<file path="config.mk">
export PLATFORM = sky130hd
export DESIGN_NAME = ysyx_23060075_csr_trap
export DESIGN_NICKNAME = d
export VERILOG_FILES = /design/src/rtl/ysyx_23060075_csr_trap.sv
export SDC_FILE = /design/constraint.sdc
export NUM_CORES = 1
export LEC_CHECK = 0
export CORE_ASPECT_RATIO = 1.1
export CORE_UTILIZATION = 28
export DETAILED_ROUTE_END_ITERATION = 6
export GPL_TIMING_DRIVEN = 0
export HOLD_SLACK_MARGIN = 0.05
export PLACE_DENSITY = 0.62
export SETUP_SLACK_MARGIN = 0.02
export SLEW_MARGIN = 40
export SYNTH_ARGS = -nofsm -noshare
export SYNTH_HDL_FRONTEND = slang
export SYNTH_SLANG_ARGS = --single-unit
</file>
<file path="constraint.sdc">
create_clock -name clk -period 12.3 [get_ports clk]
set_clock_uncertainty 0.2 [all_clocks]
set_input_delay 2.46 -clock clk [delete_from_list [all_inputs] [get_ports clk]]
set_output_delay 2.46 -clock clk [all_outputs]
set_load 0.02 [all_outputs]
</file>
<file path="src/rtl/ysyx_23060075_csr_trap.sv">
// Machine-mode CSR file with trap entry/mret and 64-bit mcycle/minstret; reads combinational, writes land on the next edge.
// Counters exist only when YSYX_23060075_CSR_COUNTER_EN is defined; otherwise their addresses are unmapped.
module ysyx_23060075_csr_trap #(
   parameter int               XLEN        = 32,
   parameter logic [XLEN-1:0]  HART_ID     = '0,
   parameter logic [XLEN-1:0]  RESET_MTVEC = '0
) (
   input  logic            clk,
   input  logic            rst,
   input  logic [11:0]     csr_addr,
   input  logic [1:0]      csr_op,
   input  logic [XLEN-1:0] csr_wdata,
   output logic [XLEN-1:0] csr_rdata,
   output logic            csr_illegal,
   input  logic            trap_valid,
   input  logic [XLEN-1:0] trap_cause,
   input  logic [XLEN-1:0] trap_pc,
   input  logic            mret_valid,
   input  logic            instret_inc,
   output logic [XLEN-1:0] trap_vector,
   output logic [XLEN-1:0] mepc_out
);
   localparam logic [11:0] ADDR_MSTATUS   = 12'h300;
   localparam logic [11:0] ADDR_MTVEC     = 12'h305;
   localparam logic [11:0] ADDR_MSCRATCH  = 12'h340;
   localparam logic [11:0] ADDR_MEPC      = 12'h341;
   localparam logic [11:0] ADDR_MCAUSE    = 12'h342;
   localparam logic [11:0] ADDR_MHARTID   = 12'hF14;
   localparam logic [11:0] ADDR_MCYCLE    = 12'hB00;
   localparam logic [11:0] ADDR_MCYCLEH   = 12'hB80;
   localparam logic [11:0] ADDR_MINSTRET  = 12'hB02;
   localparam logic [11:0] ADDR_MINSTRETH = 12'hB82;

   localparam logic [1:0] OP_NONE = 2'b00;
   localparam logic [1:0] OP_RW   = 2'b01;
   localparam logic [1:0] OP_RS   = 2'b10;
   localparam logic [1:0] OP_RC   = 2'b11;

   logic            mie, mpie;
   logic [XLEN-1:0] mtvec, mscratch, mepc, mcause;
   logic [XLEN-1:0] mstatus_val, rd_val, wr_val;
   logic            mapped, is_write, wr_en;

   assign mstatus_val = XLEN'({2'b11, 3'b000, mpie, 3'b000, mie, 3'b000});

`ifdef YSYX_23060075_CSR_COUNTER_EN
   logic [2*XLEN-1:0] mcycle, minstret;
`endif

   always_comb begin
      rd_val = '0;
      mapped = 1'b1;
      case (csr_addr)
         ADDR_MSTATUS:   rd_val = mstatus_val;
         ADDR_MTVEC:     rd_val = mtvec;
         ADDR_MSCRATCH:  rd_val = mscratch;
         ADDR_MEPC:      rd_val = mepc;
         ADDR_MCAUSE:    rd_val = mcause;
         ADDR_MHARTID:   rd_val = HART_ID;
`ifdef YSYX_23060075_CSR_COUNTER_EN
         ADDR_MCYCLE:    rd_val = mcycle[XLEN-1:0];
         ADDR_MCYCLEH:   rd_val = mcycle[2*XLEN-1:XLEN];
         ADDR_MINSTRET:  rd_val = minstret[XLEN-1:0];
         ADDR_MINSTRETH: rd_val = minstret[2*XLEN-1:XLEN];
`endif
         default:        mapped = 1'b0;
      endcase
   end

   // RS/RC with an all-zero mask is a pure read, so it is legal even on mhartid.
   assign is_write    = (csr_op == OP_RW) || (csr_wdata != '0);
   assign csr_illegal = (csr_op != OP_NONE) &&
                        (!mapped || ((csr_addr == ADDR_MHARTID) && is_write));
   assign csr_rdata   = csr_illegal ? '0 : rd_val;

   always_comb begin
      case (csr_op)
         OP_RW:   wr_val = csr_wdata;
         OP_RS:   wr_val = rd_val | csr_wdata;
         OP_RC:   wr_val = rd_val & ~csr_wdata;
         default: wr_val = rd_val;
      endcase
   end

   assign wr_en = (csr_op != OP_NONE) && is_write && !csr_illegal &&
                  !trap_valid && !mret_valid;

   always_ff @(posedge clk or posedge rst) begin
      if (rst) begin
         mie      <= 1'b0;
         mpie     <= 1'b0;
         mtvec    <= {RESET_MTVEC[XLEN-1:2], 2'b00};
         mscratch <= '0;
         mepc     <= '0;
         mcause   <= '0;
      end else if (trap_valid) begin
         mepc   <= {trap_pc[XLEN-1:2], 2'b00};
         mcause <= trap_cause;
         mpie   <= mie;
         mie    <= 1'b0;
      end else if (mret_valid) begin
         mie  <= mpie;
         mpie <= 1'b1;
      end else if (wr_en) begin
         case (csr_addr)
            ADDR_MSTATUS: begin
               mie  <= wr_val[3];
               mpie <= wr_val[7];
            end
            ADDR_MTVEC:    mtvec    <= {wr_val[XLEN-1:2], 2'b00};
            ADDR_MSCRATCH: mscratch <= wr_val;
            ADDR_MEPC:     mepc     <= {wr_val[XLEN-1:2], 2'b00};
            ADDR_MCAUSE:   mcause   <= wr_val;
            default: ;
         endcase
      end
   end

`ifdef YSYX_23060075_CSR_COUNTER_EN
   // A write to either half freezes the whole counter for that cycle.
   always_ff @(posedge clk or posedge rst) begin
      if (rst) begin
         mcycle   <= '0;
         minstret <= '0;
      end else begin
         if (wr_en && csr_addr == ADDR_MCYCLE)
            mcycle[XLEN-1:0] <= wr_val;
         else if (wr_en && csr_addr == ADDR_MCYCLEH)
            mcycle[2*XLEN-1:XLEN] <= wr_val;
         else
            mcycle <= mcycle + 1'b1;

         if (wr_en && csr_addr == ADDR_MINSTRET)
            minstret[XLEN-1:0] <= wr_val;
         else if (wr_en && csr_addr == ADDR_MINSTRETH)
            minstret[2*XLEN-1:XLEN] <= wr_val;
         else if (instret_inc)
            minstret <= minstret + 1'b1;
      end
   end
`else
   logic unused_instret_inc;
   assign unused_instret_inc = instret_inc;
`endif

   assign trap_vector = mtvec;
   assign mepc_out    = mepc;
endmodule

</file>
==> metrics.cfg, run 1 <==
[timing]
setup_violations = 0
fin_ws_ns = 3.98
min_period_ns = 8.32
timing.fmax_mhz = 120
setup_repair_after_global_routing_missed_its_margin = no
final.period_utilization_pct = 67.7
finalHoldViolations = 0
finalMaxSlewViolations = 0
worst_slew_pin_slew_ns = 0.874
relSlewSlack_pct = 41.7
fin_tns_setup_ns = 0

[floorplan]
coreArea_um2 = 28600
rows = 65
die_area_um2 = 29800
die_height_um = 181
floorplan.die.width_um = 165
boundaryPins = 212
initial_core_util_pct = 28.4

[power]
share_comb_of_total_power_pct = 17.1
peakVddDrop_uv = 75.1
p_int_uw = 861
power_switching_share_pct = 28.1
power.switching_uw = 336
share_seq_of_total_power_pct = 37.6
p_leak_nw = 4.96
clkPwrFrac_pct = 45.3
totalPowerFinal_mw = 1.20
power-per-cell-area_nw_per_um2 = 106

[drt]
antenna_left = 0
detail_route.vias_per_cell = 5.60
route.detailed.wl_per_inst_um = 23.4
detail_route.drc_violations = 0
postRouteWirelength_um = 34500
drt-initial-drc-count = 660
num_vias = 8248
detailedRoute.firstPassIterationCount = 5

[clocking]
worstSkewPairLatency_ns = 0.45
cts_hold_repair.buffers = 0
htree_num_levels = 4
cts_tree = done
cts-root-buf = clkbuf_16
cts_setup_buffers = 0
numClockSinks = 126
cts_resized = 0
clkTransAtPathRegs_ns = 0.06
cts-buffers-inserted = 17
clk_path_buf_depth = 2

[global_route]
first_global_vias = 8418
antenna_violations_before_repair = 2
maximum_number_of_pins_on_one_net_before_global_route_repair = 78
grt_remaining_overflow = 0
grt_use_total_pct = 23.4
global_route_wire_length_before_repair_um = 51100

[job]
max-cap-violations = 0

[placed_design]
dp_slack_ns = 3.98
hpwl_um = 25400
numPortBuffers = 201
dp_cell_count = 1438
detailed_place.area_um2 = 10700
finalWeightedCongestion = 0.923

[critical_path]
worst_setup_path_end_kind = output port
timing_worst_setup_path_type = input pin to output port
arrival_ns = 5.66
worstSetupStartpointType = input pin
path_max_fanout = 10
crit_required_ns = 9.64

[worst_hold_path]
timing.hold.worst.class = register to register

[synth]
postSynthRegisterBits = 126
commonest_register_cell_after_synthesis = dfrtp_1
synthArstFlopShare_pct = 100
synth.top_cells.by_area = dfrtp_1, and3b_1, o211ai_1
synth_sequential_area_ratio_pct = 38.7
synth_area_um2 = 8140
synth.largest_area_cell = dfrtp_1
post_synth.cell_area_avg_um2 = 9.41
synth_warnings = 0
synthCells = 865
synthDistinctLibCells = 64
number_of_synthesized_flops_with_an_enable_pin = 0
yosys.area.top_type_share_pct = 38.7

[final_layout]
layout_area_overhead_pct = 38.7
final_layout_size_suffix_gt1_share_pct = 9.17
layout.filler_cells = 2861
fin_area_um2 = 11300
final_net_count = 1204
layoutNonFillerInstCount = 1472

[status]
status = complete, no violations

[power by group through the flow]
stage	combinational, mW	sequential (mW)	clock, mW
floorplan	0.0942	0.461	0
global placement	0.199	0.456	0
detailed placement	0.203	0.456	0
CTS	0.204	0.449	0.542
global route	0.220	0.451	0.561
finish	0.205	0.450	0.542
[sequential cells by signal (all words and copies together) (netlist names)]
register	flops
mcause	32
mscratch	32
mepc_out	30
trap_vector	30
mie	1
mpie	1
[layer usage]
| layer | part of all wire (%) | track usage [%] | vias up |
|---|---|---|---|
| li1 | - | - | 3680 |
| met1 | 41 | 29.9 | 4040 |
| met2 | 47 | 37.1 | 457 |
| met3 | 8.7 | 5.37 | 71 |
| met4 | 3.6 | 10.5 | 0 |
| met5 | 0 | 0 | - |
[synth_stat cells (13+ instances only)]
master     number
a21oi_1        25
a22o_1         23
o21ai_0        31
nand2b_1       25
xnor2_1        32
a21o_1         22
nor4_1         13
dfrtp_1       126
a22oi_1        24
o2111ai_1      21
nand3_1        50
mux2_1         30
o211ai_1       48
clkbuf_1       53
mux2_2         29
nand3b_1       14
and3b_1        42
nand2_1        95
and3_1         14
buf_2          15
[final cells by class]
type | instances | area [um^2] | area share, %
Clock inverter | 9 | 134 | 1.19
Multi-Input combinational cell | 647 | 4580 | 40.6
Timing Repair Buffer | 202 | 2040 | 18.1
Clock buffer | 23 | 478 | 4.23
Inverter | 12 | 52.6 | 0.465
Sequential cell | 126 | 3150 | 27.9
Antenna cell | 2 | 5.00 | 0.0443
Buffer | 83 | 388 | 3.43
Tap cell | 368 | 460 | 4.08
[final timing paths]
| kind | endpoint | from | slack, ns | depth (start not counted) |
|---|---|---|---|---|
| max in group asynchronous | mscratch[8] | rst | 8.91 | 3 |
| max reg2reg | mscratch[11] | trap_vector[11] | 10.42 | 4 |
| min reg2reg | mscratch[31] | mscratch[31] | 0.28 | 1 |
| min | mscratch[31] | mscratch[31] | 0.28 | 1 |
| min in group asynchronous | mscratch[26] | rst | 2.23 | 2 |
| max | csr_rdata[9] | csr_addr[5] | 3.98 | 8 |
[critical path, stage by stage]
cell	delay (ns)
clkdlybuf4s50_1	0.49
nor4_1	0.75
and4_1	0.33
buf_2	0.28
buf_2	0.34
a22o_1	0.23
nand2b_1	0.15
clkdlybuf4s50_1	0.61
[logic make-up (layout without fill, tap and decap cells)]
family,after synthesis,after routing,synth area share [%]
buffers and inverters,95,329,5.30
flip-flops,126,126,38.7
multiplexers,65,65,8.90
AND/OR/NAND/NOR,298,298,21.0
XOR/XNOR,33,33,3.55
AO/OA/AOI/OAI,247,247,22.5
other,1,6,0.0461
[stage by stage]
stage / util (%) / hold slack, ns
6_report: 39.5 / 0.277
5_1_grt: 39.4 / 0.305
4_1_cts: 39.4 / 0.282
3_5_place_dp: 37.3 / 0.269
3_3_place_gp: 37.1 / 0.260
2_1_floorplan: - / 0.249
[cells in the final DEF (no fill, tap or decap), types with 8 or more instances in the layout]
master | netlist | routed
and3b_1 | 42 | 42
a22oi_1 | 24 | 24
nand3_1 | 50 | 50
o2111ai_1 | 21 | 21
and3_1 | 14 | 14
and2_1 | 11 | 11
buf_2 | 15 | 16
a21o_1 | 22 | 22
mux2_2 | 29 | 29
clkbuf_16 | 0 | 17
a21oi_1 | 25 | 25
nand3b_1 | 14 | 14
clkdlybuf4s50_1 | 0 | 201
mux2_1 | 30 | 30
o21ai_0 | 31 | 31
nor4_1 | 13 | 13
nor2_1 | 8 | 8
nand2b_1 | 25 | 25
nand2_1 | 95 | 95
a22o_1 | 23 | 23
clkbuf_1 | 53 | 56
a31oi_1 | 8 | 8
xnor2_1 | 32 | 32
o211ai_1 | 48 | 48
inv_1 | 11 | 10
dfrtp_1 | 126 | 126
Power figures use the tool's default switching activity.
==> inputs of run 2 (changes only) <==
- clock period: 12.3 -> 8.7 ns (I/O delays scaled with it)
==> results of run 2 <==
Same layout as run 1 (identical final DEF). Status: complete, no violations.
Among the figures that moved: setup slack after placement 3.98 ns -> 1.82 ns; setup slack after layout 3.98 ns -> 1.82 ns; register-to-register setup slack 10.42 ns -> 6.82 ns; total power 1.20 mW -> 1.69 mW; worst IR drop on VDD 75.1 uV -> 106 uV
